==> src/rtl/slide_intf.sv <==
// Slide-pot A2D interface: a 16-bit SPI master, a two-frame conversion sequencer
// and a round-robin scheduler that keeps six pot/volume readings current.
module slide_intf (
    input  logic        clk,
    input  logic        rst_n,
    output logic        SS_n,
    output logic        SCLK,
    output logic        MOSI,
    input  logic        MISO,
    output logic [11:0] POT_LP,
    output logic [11:0] POT_B1,
    output logic [11:0] POT_B2,
    output logic [11:0] POT_B3,
    output logic [11:0] POT_HP,
    output logic [11:0] VOLUME
);

    typedef enum logic [1:0] {SPI_IDLE, SPI_PORCH, SPI_SHIFT} spi_state_t;
    typedef enum logic [1:0] {SEQ_IDLE, SEQ_CMD, SEQ_WAIT, SEQ_READ} seq_state_t;

    localparam logic [4:0] DIV_LOAD = 5'b10111;
    localparam logic [4:0] DIV_SMPL = 5'b01111;
    localparam logic [4:0] DIV_SHFT = 5'b11111;

    // Scheduler slot to A2D channel number.
    function automatic logic [2:0] chnl_of(input logic [2:0] ptr);
        case (ptr)
            3'd0:    chnl_of = 3'd1;
            3'd1:    chnl_of = 3'd0;
            3'd2:    chnl_of = 3'd4;
            3'd3:    chnl_of = 3'd2;
            3'd4:    chnl_of = 3'd3;
            3'd5:    chnl_of = 3'd7;
            default: chnl_of = 3'd1;
        endcase
    endfunction

    spi_state_t  spi_state_r, spi_state_s;
    seq_state_t  seq_state_r, seq_state_s;
    logic [4:0]  div_r;
    logic [15:0] shft_r;
    logic [3:0]  bit_cnt_r;
    logic        smpl_r;
    logic        ss_n_r;
    logic        done_r;
    logic        miso_meta_r;
    logic        miso_sync_r;
    logic [2:0]  ptr_r;
    logic [11:0] pot_lp_r, pot_b1_r, pot_b2_r, pot_b3_r, pot_hp_r, volume_r;

    logic        ld_s, smpl_s, shft_s, fin_s;
    logic        wrt_s, cnv_cmplt_s, strt_cnv_s;
    logic [15:0] cmd_s;

    // The scheduler never pauses: a new conversion is requested whenever the sequencer is idle.
    assign strt_cnv_s = 1'b1;
    assign cmd_s      = {2'b00, chnl_of(ptr_r), 11'h000};

    assign SS_n   = ss_n_r;
    assign SCLK   = div_r[4];
    assign MOSI   = shft_r[15];
    assign POT_LP = pot_lp_r;
    assign POT_B1 = pot_b1_r;
    assign POT_B2 = pot_b2_r;
    assign POT_B3 = pot_b3_r;
    assign POT_HP = pot_hp_r;
    assign VOLUME = volume_r;

    // Two-flop synchroniser; MISO settles 16 clks before it is used.
    always_ff @(posedge clk or negedge rst_n) begin
        if (!rst_n) begin
            miso_meta_r <= 1'b0;
            miso_sync_r <= 1'b0;
        end else begin
            miso_meta_r <= MISO;
            miso_sync_r <= miso_meta_r;
        end
    end

    // SPI master next state and datapath strobes.
    always_comb begin
        spi_state_s = spi_state_r;
        ld_s        = 1'b0;
        smpl_s      = 1'b0;
        shft_s      = 1'b0;
        fin_s       = 1'b0;
        case (spi_state_r)
            SPI_IDLE: begin
                if (wrt_s) begin
                    ld_s        = 1'b1;
                    spi_state_s = SPI_PORCH;
                end else begin
                    spi_state_s = SPI_IDLE;
                end
            end
            SPI_PORCH: begin
                // The first SCLK fall only ends the front porch.
                if (div_r == DIV_SHFT) begin
                    spi_state_s = SPI_SHIFT;
                end else begin
                    spi_state_s = SPI_PORCH;
                end
            end
            SPI_SHIFT: begin
                if (div_r == DIV_SMPL) begin
                    smpl_s = 1'b1;
                end else begin
                    smpl_s = 1'b0;
                end
                if (div_r == DIV_SHFT) begin
                    shft_s = 1'b1;
                    if (bit_cnt_r == 4'd15) begin
                        fin_s       = 1'b1;
                        spi_state_s = SPI_IDLE;
                    end else begin
                        spi_state_s = SPI_SHIFT;
                    end
                end else begin
                    shft_s = 1'b0;
                end
            end
            default: begin
                spi_state_s = SPI_IDLE;
            end
        endcase
    end

    // SPI master state, divider, shift register and frame control.
    always_ff @(posedge clk or negedge rst_n) begin
        if (!rst_n) begin
            spi_state_r <= SPI_IDLE;
            div_r       <= DIV_LOAD;
            shft_r      <= 16'h0000;
            bit_cnt_r   <= 4'd0;
            smpl_r      <= 1'b0;
            ss_n_r      <= 1'b1;
            done_r      <= 1'b0;
        end else begin
            spi_state_r <= spi_state_s;
            done_r      <= fin_s;
            if (ld_s) begin
                div_r     <= DIV_LOAD;
                shft_r    <= cmd_s;
                bit_cnt_r <= 4'd0;
                ss_n_r    <= 1'b0;
            end else if (fin_s) begin
                // Last shift replaces the final fall: reload keeps SCLK high while SS_n releases.
                div_r     <= DIV_LOAD;
                shft_r    <= {shft_r[14:0], smpl_r};
                bit_cnt_r <= 4'd0;
                ss_n_r    <= 1'b1;
            end else begin
                if (spi_state_r != SPI_IDLE) begin
                    div_r <= div_r + 5'd1;
                end
                if (smpl_s) begin
                    smpl_r <= miso_sync_r;
                end
                if (shft_s) begin
                    shft_r    <= {shft_r[14:0], smpl_r};
                    bit_cnt_r <= bit_cnt_r + 4'd1;
                end
            end
        end
    end

    // Conversion sequencer: command frame, one-clk gap, read frame.
    always_comb begin
        seq_state_s = seq_state_r;
        wrt_s       = 1'b0;
        cnv_cmplt_s = 1'b0;
        case (seq_state_r)
            SEQ_IDLE: begin
                if (strt_cnv_s) begin
                    wrt_s       = 1'b1;
                    seq_state_s = SEQ_CMD;
                end else begin
                    seq_state_s = SEQ_IDLE;
                end
            end
            SEQ_CMD: begin
                if (done_r) begin
                    seq_state_s = SEQ_WAIT;
                end else begin
                    seq_state_s = SEQ_CMD;
                end
            end
            SEQ_WAIT: begin
                wrt_s       = 1'b1;
                seq_state_s = SEQ_READ;
            end
            SEQ_READ: begin
                if (done_r) begin
                    cnv_cmplt_s = 1'b1;
                    seq_state_s = SEQ_IDLE;
                end else begin
                    seq_state_s = SEQ_READ;
                end
            end
            default: begin
                seq_state_s = SEQ_IDLE;
            end
        endcase
    end

    // Sequencer state register.
    always_ff @(posedge clk or negedge rst_n) begin
        if (!rst_n) begin
            seq_state_r <= SEQ_IDLE;
        end else begin
            seq_state_r <= seq_state_s;
        end
    end

    // Scheduler: load only the finished channel's output, then advance the slot.
    always_ff @(posedge clk or negedge rst_n) begin
        if (!rst_n) begin
            ptr_r    <= 3'd0;
            pot_lp_r <= 12'h000;
            pot_b1_r <= 12'h000;
            pot_b2_r <= 12'h000;
            pot_b3_r <= 12'h000;
            pot_hp_r <= 12'h000;
            volume_r <= 12'h000;
        end else if (cnv_cmplt_s) begin
            case (ptr_r)
                3'd0:    pot_lp_r <= shft_r[11:0];
                3'd1:    pot_b1_r <= shft_r[11:0];
                3'd2:    pot_b2_r <= shft_r[11:0];
                3'd3:    pot_b3_r <= shft_r[11:0];
                3'd4:    pot_hp_r <= shft_r[11:0];
                3'd5:    volume_r <= shft_r[11:0];
                default: pot_lp_r <= pot_lp_r;
            endcase
            if (ptr_r >= 3'd5) begin
                ptr_r <= 3'd0;
            end else begin
                ptr_r <= ptr_r + 3'd1;
            end
        end
    end

endmodule

==> config.mk <==
export PLATFORM = sky130hd
export DESIGN_NAME = slide_intf
export DESIGN_NICKNAME = d
export VERILOG_FILES = /design/src/rtl/slide_intf.sv
export SDC_FILE = /design/constraint.sdc
export NUM_CORES = 1
export LEC_CHECK = 0
export CAP_MARGIN = 40
export CORE_AREA = 2 2 76 132
export CTS_CLUSTER_DIAMETER = 30
export DETAILED_ROUTE_END_ITERATION = 12
export DIE_AREA = 0 0 78 134
export GPL_TIMING_DRIVEN = 0
export PLACE_DENSITY_LB_ADDON = 0.15
export REMOVE_ABC_BUFFERS = 1
export SLEW_MARGIN = 40
export SYNTH_ARGS = -nofsm -noshare
export SYNTH_HDL_FRONTEND = slang
export SYNTH_SLANG_ARGS = --single-unit
==> constraint.sdc <==
create_clock -name clk -period 2.5 [get_ports clk]
set_input_delay 0.625 -clock clk [delete_from_list [all_inputs] [get_ports clk]]
set_output_delay 0.625 -clock clk [all_outputs]
set_load 0.02 [all_outputs]
==> impl_metrics.csv, run 1 <==
group,metric,value,unit
die,top_level_ports,78,
placed_design,dp_hpwl,6.19,mm
finish,final_layout_size_suffix_gt1_frac,0.280,
critical_path,critPathArrivalTime,2.38,ns
timing,max_freq,464,MHz
critical_path,critical_path.reg2reg.startpoint,"div_r[0]",
detailed_routing,top_signal_layer_used,"met4",
finish,finish.net_count,418,
die,row_count,47,
cts,h-tree-depth,3,
detailed_routing,wl_met1,3.43,mm
timing,rsz_0062_raised_after_global_routing,"false",
detailed_routing,met3_length,306,um
pwr,cellLeakagePower,2.70,nW
grt,grt_antenna_before_repair,0,
critical_path,critical_path.endpoint_type,"flip-flop",
timing,timing_hold_violations_final,0,
critical_path,critical_path.max_fanout,4,
grt,first_global_vias,2851,
pwr,power.ir.vdd_worst,0.378,mV
cts,tritoncts,"done",
synthesis,postSynthAreaPerCell,14.1,sq um
timing,holdWs,0.176,ns
timing,maxSlewViolCount,0,
timing,timing.max_slew.rel_slack,0.476,
detailed_routing,drtPass1Iterations,5,
synthesis,ys_warn_count,0,
critical_path,reg2regPathDepth,7,
run,maxCapViolations,0,
synthesis,synth-edff-count,0,
synthesis,postSynth.asyncResetShare,1.00,
timing,timing.final.setup_violations,0,
pwr,design_power_total,3.17,mW
cts,clock_sink_count,109,
cts,clock_tree_buf_depth,2,
grt,grt-ovfl-total,0,
synthesis,synthCells,324,
cts,clock_tree.root_cell,"sky130_fd_sc_hd__clkbuf_16",
synthesis,prevailing_post_synth_register_cell,"sky130_fd_sc_hd__dfrtp_1",
detailed_routing,routed-via-count,2810,
finish,filler_cell_count,772,
die,starting_density,0.486,
detailed_routing,drt_first_iter_violations,111,
synthesis,synth.lib_cells_used.distinct,42,
die,die_width,78,um
detailed_routing,detailroute.wirelength.met2,5.16,mm
grt,global_route.usage.total,0.190,
die,coreArea,0.00941,sq mm
critical_path,register_to_register_setup_slack,0.35,ns
synthesis,synth_seq_cells,109,
cts,tritoncts.num_buffers,9,
detailed_routing,route.final.wire_length,9.15,mm
timing,post-route-min-period,2.15,ns
critical_path,setup.worst_path.start_class,"flip-flop",
hold_path,worst_hold_path_type,"input pin to async pin",
die,dieHeight,134,um
detailed_routing,drt-wirelength-per-cell,17.2,um
synthesis,synthDominantCellAreaShare,0.570,
placed_design,io_buffers,77,
pwr,power_density,551,mW/mm^2
timing,period_share,0.862,
placed_design,routabilityCongestion,0.776,
cts,insertion_delay,0.34,ns
synthesis,synth.yosys.seq_area_share,0.598,
grt,first_pass_grt_wire_length,15.0,mm
synthesis,synth.area.top_cells,"sky130_fd_sc_hd__dfrtp_1 (57%), sky130_fd_sc_hd__mux2_2 (19%), sky130_fd_sc_hd__dfstp_2 (2.9%)",
detailed_routing,drtAntennaViolNets,0,
status,run_status,"finished, final reports clean",
timing,worstMarginPinSlew,0.781,ns
critical_path,timing.critical_path.required,2.73,ns
timing,worst_clock_skew,0.00539,ns
cts,worst_setup_hold_path_clk_slew,0.07,ns
finish,number_of_diodes_added_for_antenna_fixing,0,
cts,cts_hold_bufs,0,
finish,flow.area_growth_from_synthesis,26.2,%
die,floorplan.die_area,0.0105,sq mm
critical_path,critical_path.reg2reg.endpoint,"shft_r[13]",
synthesis,post_synth_instance_area,0.00457,sq mm
synthesis,post-synth-top-area-cell,"sky130_fd_sc_hd__dfrtp_1",
detailed_routing,drc_errors,0,
critical_path,critical_path_class,"flip-flop to flip-flop",
grt,grt_max_degree,63,
detailed_routing,post_detailed_route_via_to_cell_ratio,5.28,
==> per-stage QoR <==
| step | setup slack [ns] | util | TNS, ns | instance area (sq um) | std cells |
|---|---|---|---|---|---|
| 2_1_floorplan | 0.0897 | - | 0 | 4450 | 309 |
| 3_3_place_gp | -3.24 | 0.572 | -347.83 | 5380 | 508 |
| 3_5_place_dp | -0.404 | 0.576 | -2.60 | 5420 | 509 |
| 4_1_cts | 0.347 | 0.613 | 0 | 5770 | 532 |
| 5_1_grt | 0.224 | 0.613 | 0 | 5770 | 532 |
| 6_report | 0.346 | 0.613 | 0 | 5770 | 532 |
==> registers in the layout (all words and copies together) (netlist names) <==
register,count
POT_B3,12
SS_n,1
POT_B2,12
seq_state_r,2
bit_cnt_r,4
shft_r,16
smpl_r,1
POT_LP,12
miso_meta_r,1
POT_B1,12
ptr_r,3
spi_state_r,2
VOLUME,12
POT_HP,12
div_r,5
done_r,1
miso_sync_r,1
==> what timing repair did <==
action | 4_1_cts | 5_1_grt
endpoints found under the setup margin | 11 | 0
buffers inserted | 7 | 0
gates resized for setup | 1 | 0
==> placed cells by master, fill, tap and decap left out, types with 2 or more instances in the layout <==
cell type                         count
sky130_fd_sc_hd__xor2_1               2
sky130_fd_sc_hd__buf_4                7
sky130_fd_sc_hd__nor3_1               2
sky130_fd_sc_hd__dfrtp_1            104
sky130_fd_sc_hd__o21ai_0              8
sky130_fd_sc_hd__nor2b_1              2
sky130_fd_sc_hd__dfstp_2              5
sky130_fd_sc_hd__nand2_1             15
sky130_fd_sc_hd__clkdlybuf4s50_1     76
sky130_fd_sc_hd__nand3_1              5
sky130_fd_sc_hd__nand3_2              2
sky130_fd_sc_hd__ha_1                10
sky130_fd_sc_hd__clkinv_2             2
sky130_fd_sc_hd__inv_1               15
sky130_fd_sc_hd__and3_1               2
sky130_fd_sc_hd__or3_1                3
sky130_fd_sc_hd__nand2b_1             2
sky130_fd_sc_hd__clkbuf_8             3
sky130_fd_sc_hd__o31ai_1              7
sky130_fd_sc_hd__mux2i_1             11
sky130_fd_sc_hd__xnor2_1              2
sky130_fd_sc_hd__a21oi_1              3
sky130_fd_sc_hd__clkbuf_16            9
sky130_fd_sc_hd__nand2_2              3
sky130_fd_sc_hd__nand3b_1             2
sky130_fd_sc_hd__nor2_1               5
sky130_fd_sc_hd__mux2_2              76
sky130_fd_sc_hd__o2111ai_1            6
==> layout make-up <==
cell class              count  area [sq um]  area share
clock inverters             3          18.8     0.00326
repair buffers             85           856       0.148
inverters                  15          56.3     0.00977
multi-input cells         185          1680       0.291
well taps                 122           153      0.0265
flip-flops and latches    109          2730       0.474
clock buffers              13           270      0.0469
==> worst max path at each step <==
stage          startpoint    endpoint  cells after the start
5_1_grt          div_r[0]   shft_r[4]                      8
6_report         div_r[0]  shft_r[13]                      7
2_1_floorplan    div_r[0]  shft_r[13]                      6
3_3_place_gp        rst_n   POT_HP[2]                      1
4_1_cts          div_r[0]  shft_r[13]                      7
3_5_place_dp     div_r[0]  shft_r[13]                      6
==> worst max-delay path: stages (launching register included) <==
cell and delay, ns:
sky130_fd_sc_hd__dfstp_2 0.56, sky130_fd_sc_hd__ha_1 0.17, sky130_fd_sc_hd__and3_1 0.24, sky130_fd_sc_hd__ha_1 0.21
sky130_fd_sc_hd__nand4_1 0.10, sky130_fd_sc_hd__buf_4 0.18, sky130_fd_sc_hd__o211ai_4 0.23, sky130_fd_sc_hd__mux2_2 0.36
==> logic make-up after synthesis <==
logic type / Yosys count / synth area share
flops: 109 / 0.598
mux: 87 / 0.211
simple gates: 51 / 0.0657
compound gates: 33 / 0.0520
buf+inv: 30 / 0.0372
fa+ha+maj: 10 / 0.0274
xor+xnor: 4 / 0.00767
==> power breakdown <==
group	internal, mW	switching, mW	leakage, nW	total, mW
Combinational	0.00930	0.0345	1.08	0.0438
Clock	0.756	0.605	0.146	1.36
Sequential	1.77	0.00248	1.48	1.77
Total	2.53	0.642	2.70	3.17
==> per-layer routing <==
| metal | vias to the layer above | track usage |
|---|---|---|
| met1 | 1424 | 0.211 |
| met3 | 13 | 0.0377 |
| met5 | - | 0 |
| met4 | 0 | 0.0906 |
| met2 | 57 | 0.341 |
| li1 | 1316 | - |
==> synthesized netlist by cell type (all sizes together), types with 3 or more instances <==
master	count
a21oi	3
buf	15
dfrtp	104
dfstp	5
ha	10
inv	15
mux2	76
mux2i	11
nand2	18
nand3	7
nand3b	3
nor2	5
nor3	3
o2111ai	6
o21ai	8
o31ai	7
or3	3
(Power assumes the default switching activity.)
==> run 2, diff against run 1 <==
Settings changed: CTS_BUF_LIST from default to sky130_fd_sc_hd__clkbuf_4.
==> impl_metrics.csv, run 2 (synthesized netlist as in run 1, its figures left out) <==
group,metric,value,unit
status,run_status,"finished, final reports clean",
timing,rsz_0062_raised_after_global_routing,"false",
critical_path,critical_path.max_fanout,4,
cts,clock_tree_buf_depth,2,
cts,clock_sink_count,109,
critical_path,reg2regPathDepth,8,
critical_path,critical_path.reg2reg.endpoint,"shft_r[14]",
pwr,p_int,1.98,mW
timing,holdWs,0.0444,ns
finish,multi_input_area,0.00168,sq mm
detailed_routing,drt_first_iter_violations,136,
critical_path,critical_path.endpoint_type,"primary output",
timing,worstMarginPinSlew,0.770,ns
critical_path,critPathArrivalTime,1.64,ns
finish,filler_cell_count,803,
critical_path,register_to_register_setup_slack,0.34,ns
pwr,power.ir.vdd_worst,0.308,mV
die,starting_density,0.486,
pwr,cellLeakagePower,2.61,nW
die,die_width,78,um
critical_path,worstPathBufferInverterCount,1,
timing,timing_hold_violations_final,0,
cts,h-tree-depth,3,
detailed_routing,drtPass1Iterations,4,
cts,tritoncts.num_buffers,9,
pwr,p_switching,0.585,mW
grt,first_global_vias,2798,
detailed_routing,post_detailed_route_via_to_cell_ratio,5.28,
pwr,seq_power_share,0.689,
cts,clock_tree.root_cell,"sky130_fd_sc_hd__clkbuf_4",
placed_design,dpl_cell_area,0.00542,sq mm
cts,tritoncts,"done",
finish,sequential_standard_cell_area,0.00273,sq mm
critical_path,crit_path_start,"div_r[4]",
finish,top_register,"shft_r",
finish,final_layout_size_suffix_gt1_frac,0.276,
critical_path,critical_path_class,"flip-flop to primary output",
die,coreArea,0.00941,sq mm
finish,layout_commonest_cell,"sky130_fd_sc_hd__dfrtp_1",
detailed_routing,routed-via-count,2809,
timing,timing.max_slew.rel_slack,0.484,
timing,period_share,0.905,
pwr,power_frac_comb,0.017,
die,row_count,47,
detailed_routing,drc_errors,0,
placed_design,io_buffers,77,
timing,post-route-min-period,2.26,ns
finish,finish.net_count,418,
finish,number_of_diodes_added_for_antenna_fixing,0,
detailed_routing,route.final.wire_length,9.08,mm
finish,fin_area,0.00558,sq mm
grt,grt_antenna_before_repair,0,
detailed_routing,drt-wirelength-per-cell,17.1,um
pwr,power_density,460,mW/mm^2
timing,worst_clock_skew,0.0118,ns
placed_design,dp_hpwl,6.19,mm
placed_design,routabilityCongestion,0.776,
run,maxCapViolations,0,
timing,maxSlewViolCount,0,
detailed_routing,drtAntennaViolNets,0,
critical_path,worst_path_max_delay_cell,"sky130_fd_sc_hd__clkdlybuf4s50_1",
die,top_level_ports,78,
critical_path,critical_path.reg2reg.startpoint,"div_r[0]",
finish,utilization_after_layout,0.593,
critical_path,timing.critical_path.required,1.88,ns
critical_path,setup.worst_path.start_class,"flip-flop",
die,dieHeight,134,um
cts,insertion_delay,0.45,ns
critical_path,critical-path-max-stage-delay,0.60,ns
finish,flow.area_growth_from_synthesis,22.2,%
grt,global_route.usage.total,0.188,
critical_path,critical_path.endpoint,"SCLK",
pwr,netSwitchingFraction,0.228,
finish,largest_reg_flops,16,
critical_path,timing.critical_path.max_delay_family,"buffers and inverters",
critical_path,cp_num_cells,1,
timing,max_freq,442,MHz
grt,grt-ovfl-total,0,
pwr,clockPowerShare,0.294,
hold_path,worst_hold_path_type,"input pin to async pin",
die,floorplan.die_area,0.0105,sq mm
critical_path,crit_chain,"clkdlybuf4s50_1",
timing,timing.final.setup_violations,0,
cts,cts_hold_bufs,0,
finish,commonest_non_fill_non_tap_cells_in_the_layout,"sky130_fd_sc_hd__dfrtp_1 (104), sky130_fd_sc_hd__mux2_2 (76), sky130_fd_sc_hd__clkdlybuf4s50_1 (76)",
cts,worst_setup_hold_path_clk_slew,0.15,ns
grt,grt_max_degree,63,
grt,first_pass_grt_wire_length,14.9,mm
-- run 2: layout make-up --
type,instances,share of cell area
Multi-Input combinational cell,185,0.301
Sequential cell,109,0.490
Tap cell,122,0.0273
Clock inverter,6,0.00538
Timing Repair Buffer,85,0.153
Clock buffer,10,0.0134
Inverter,15,0.0101
-- run 2: worst min-delay path by stage --
stage | to | startpoint | slack, ns
6_report | POT_B2[11] | rst_n | 0.04
5_1_grt | POT_LP[7] | rst_n | 0.02
4_1_cts | POT_B2[11] | rst_n | 0.02
3_5_place_dp | miso_sync_r | miso_meta_r | 0.35
3_3_place_gp | miso_sync_r | miso_meta_r | 0.34
2_1_floorplan | POT_B1[0] | rst_n | 0.33
-- run 2: power groups by stage --
stage	sequential [mW]	combinational (mW)	clock [mW]
after floorplan	1.80	0.00191	0
after global placement	1.80	0.0394	0
after detailed placement	1.80	0.0474	0
after CTS	1.77	0.0476	0.789
after global routing	1.77	0.0518	0.861
final	1.77	0.0435	0.754
-- run 2: repair_timing --
action / in CTS / in global routing
endpoints found under the setup margin: 11 / 0
resized for setup: 1 / 0
buffers inserted: 7 / 0
endpoints found under the hold margin: 0 / 0
-- run 2: layer usage --
| layer | global-route usage | vias up | wire (um) |
|---|---|---|---|
| li1 | - | 1318 | - |
| met4 | 0.0828 | 0 | 151 |
| met2 | 0.343 | 48 | 5210 |
| met3 | 0.0330 | 11 | 233 |
| met1 | 0.212 | 1432 | 3480 |
| met5 | 0 | - | 0 |
-- run 2: metrics by stage --
step	setup TNS (ns)	power [mW]	setup slack, ns	cells
after floorplan	0	1.80	0.0897	309
after global placement	-347.83	1.84	-3.24	508
after detailed placement	-2.60	1.85	-0.404	509
after CTS	0	2.61	0.192	532
after global routing	0	2.68	0.157	532
final	0	2.57	0.238	532
==> run 3, diff against run 2 <==
Settings changed: CAP_MARGIN 40 to 0.
==> results of run 3 <==
No change in the layout: final DEF, timing and power equal those of run 2.
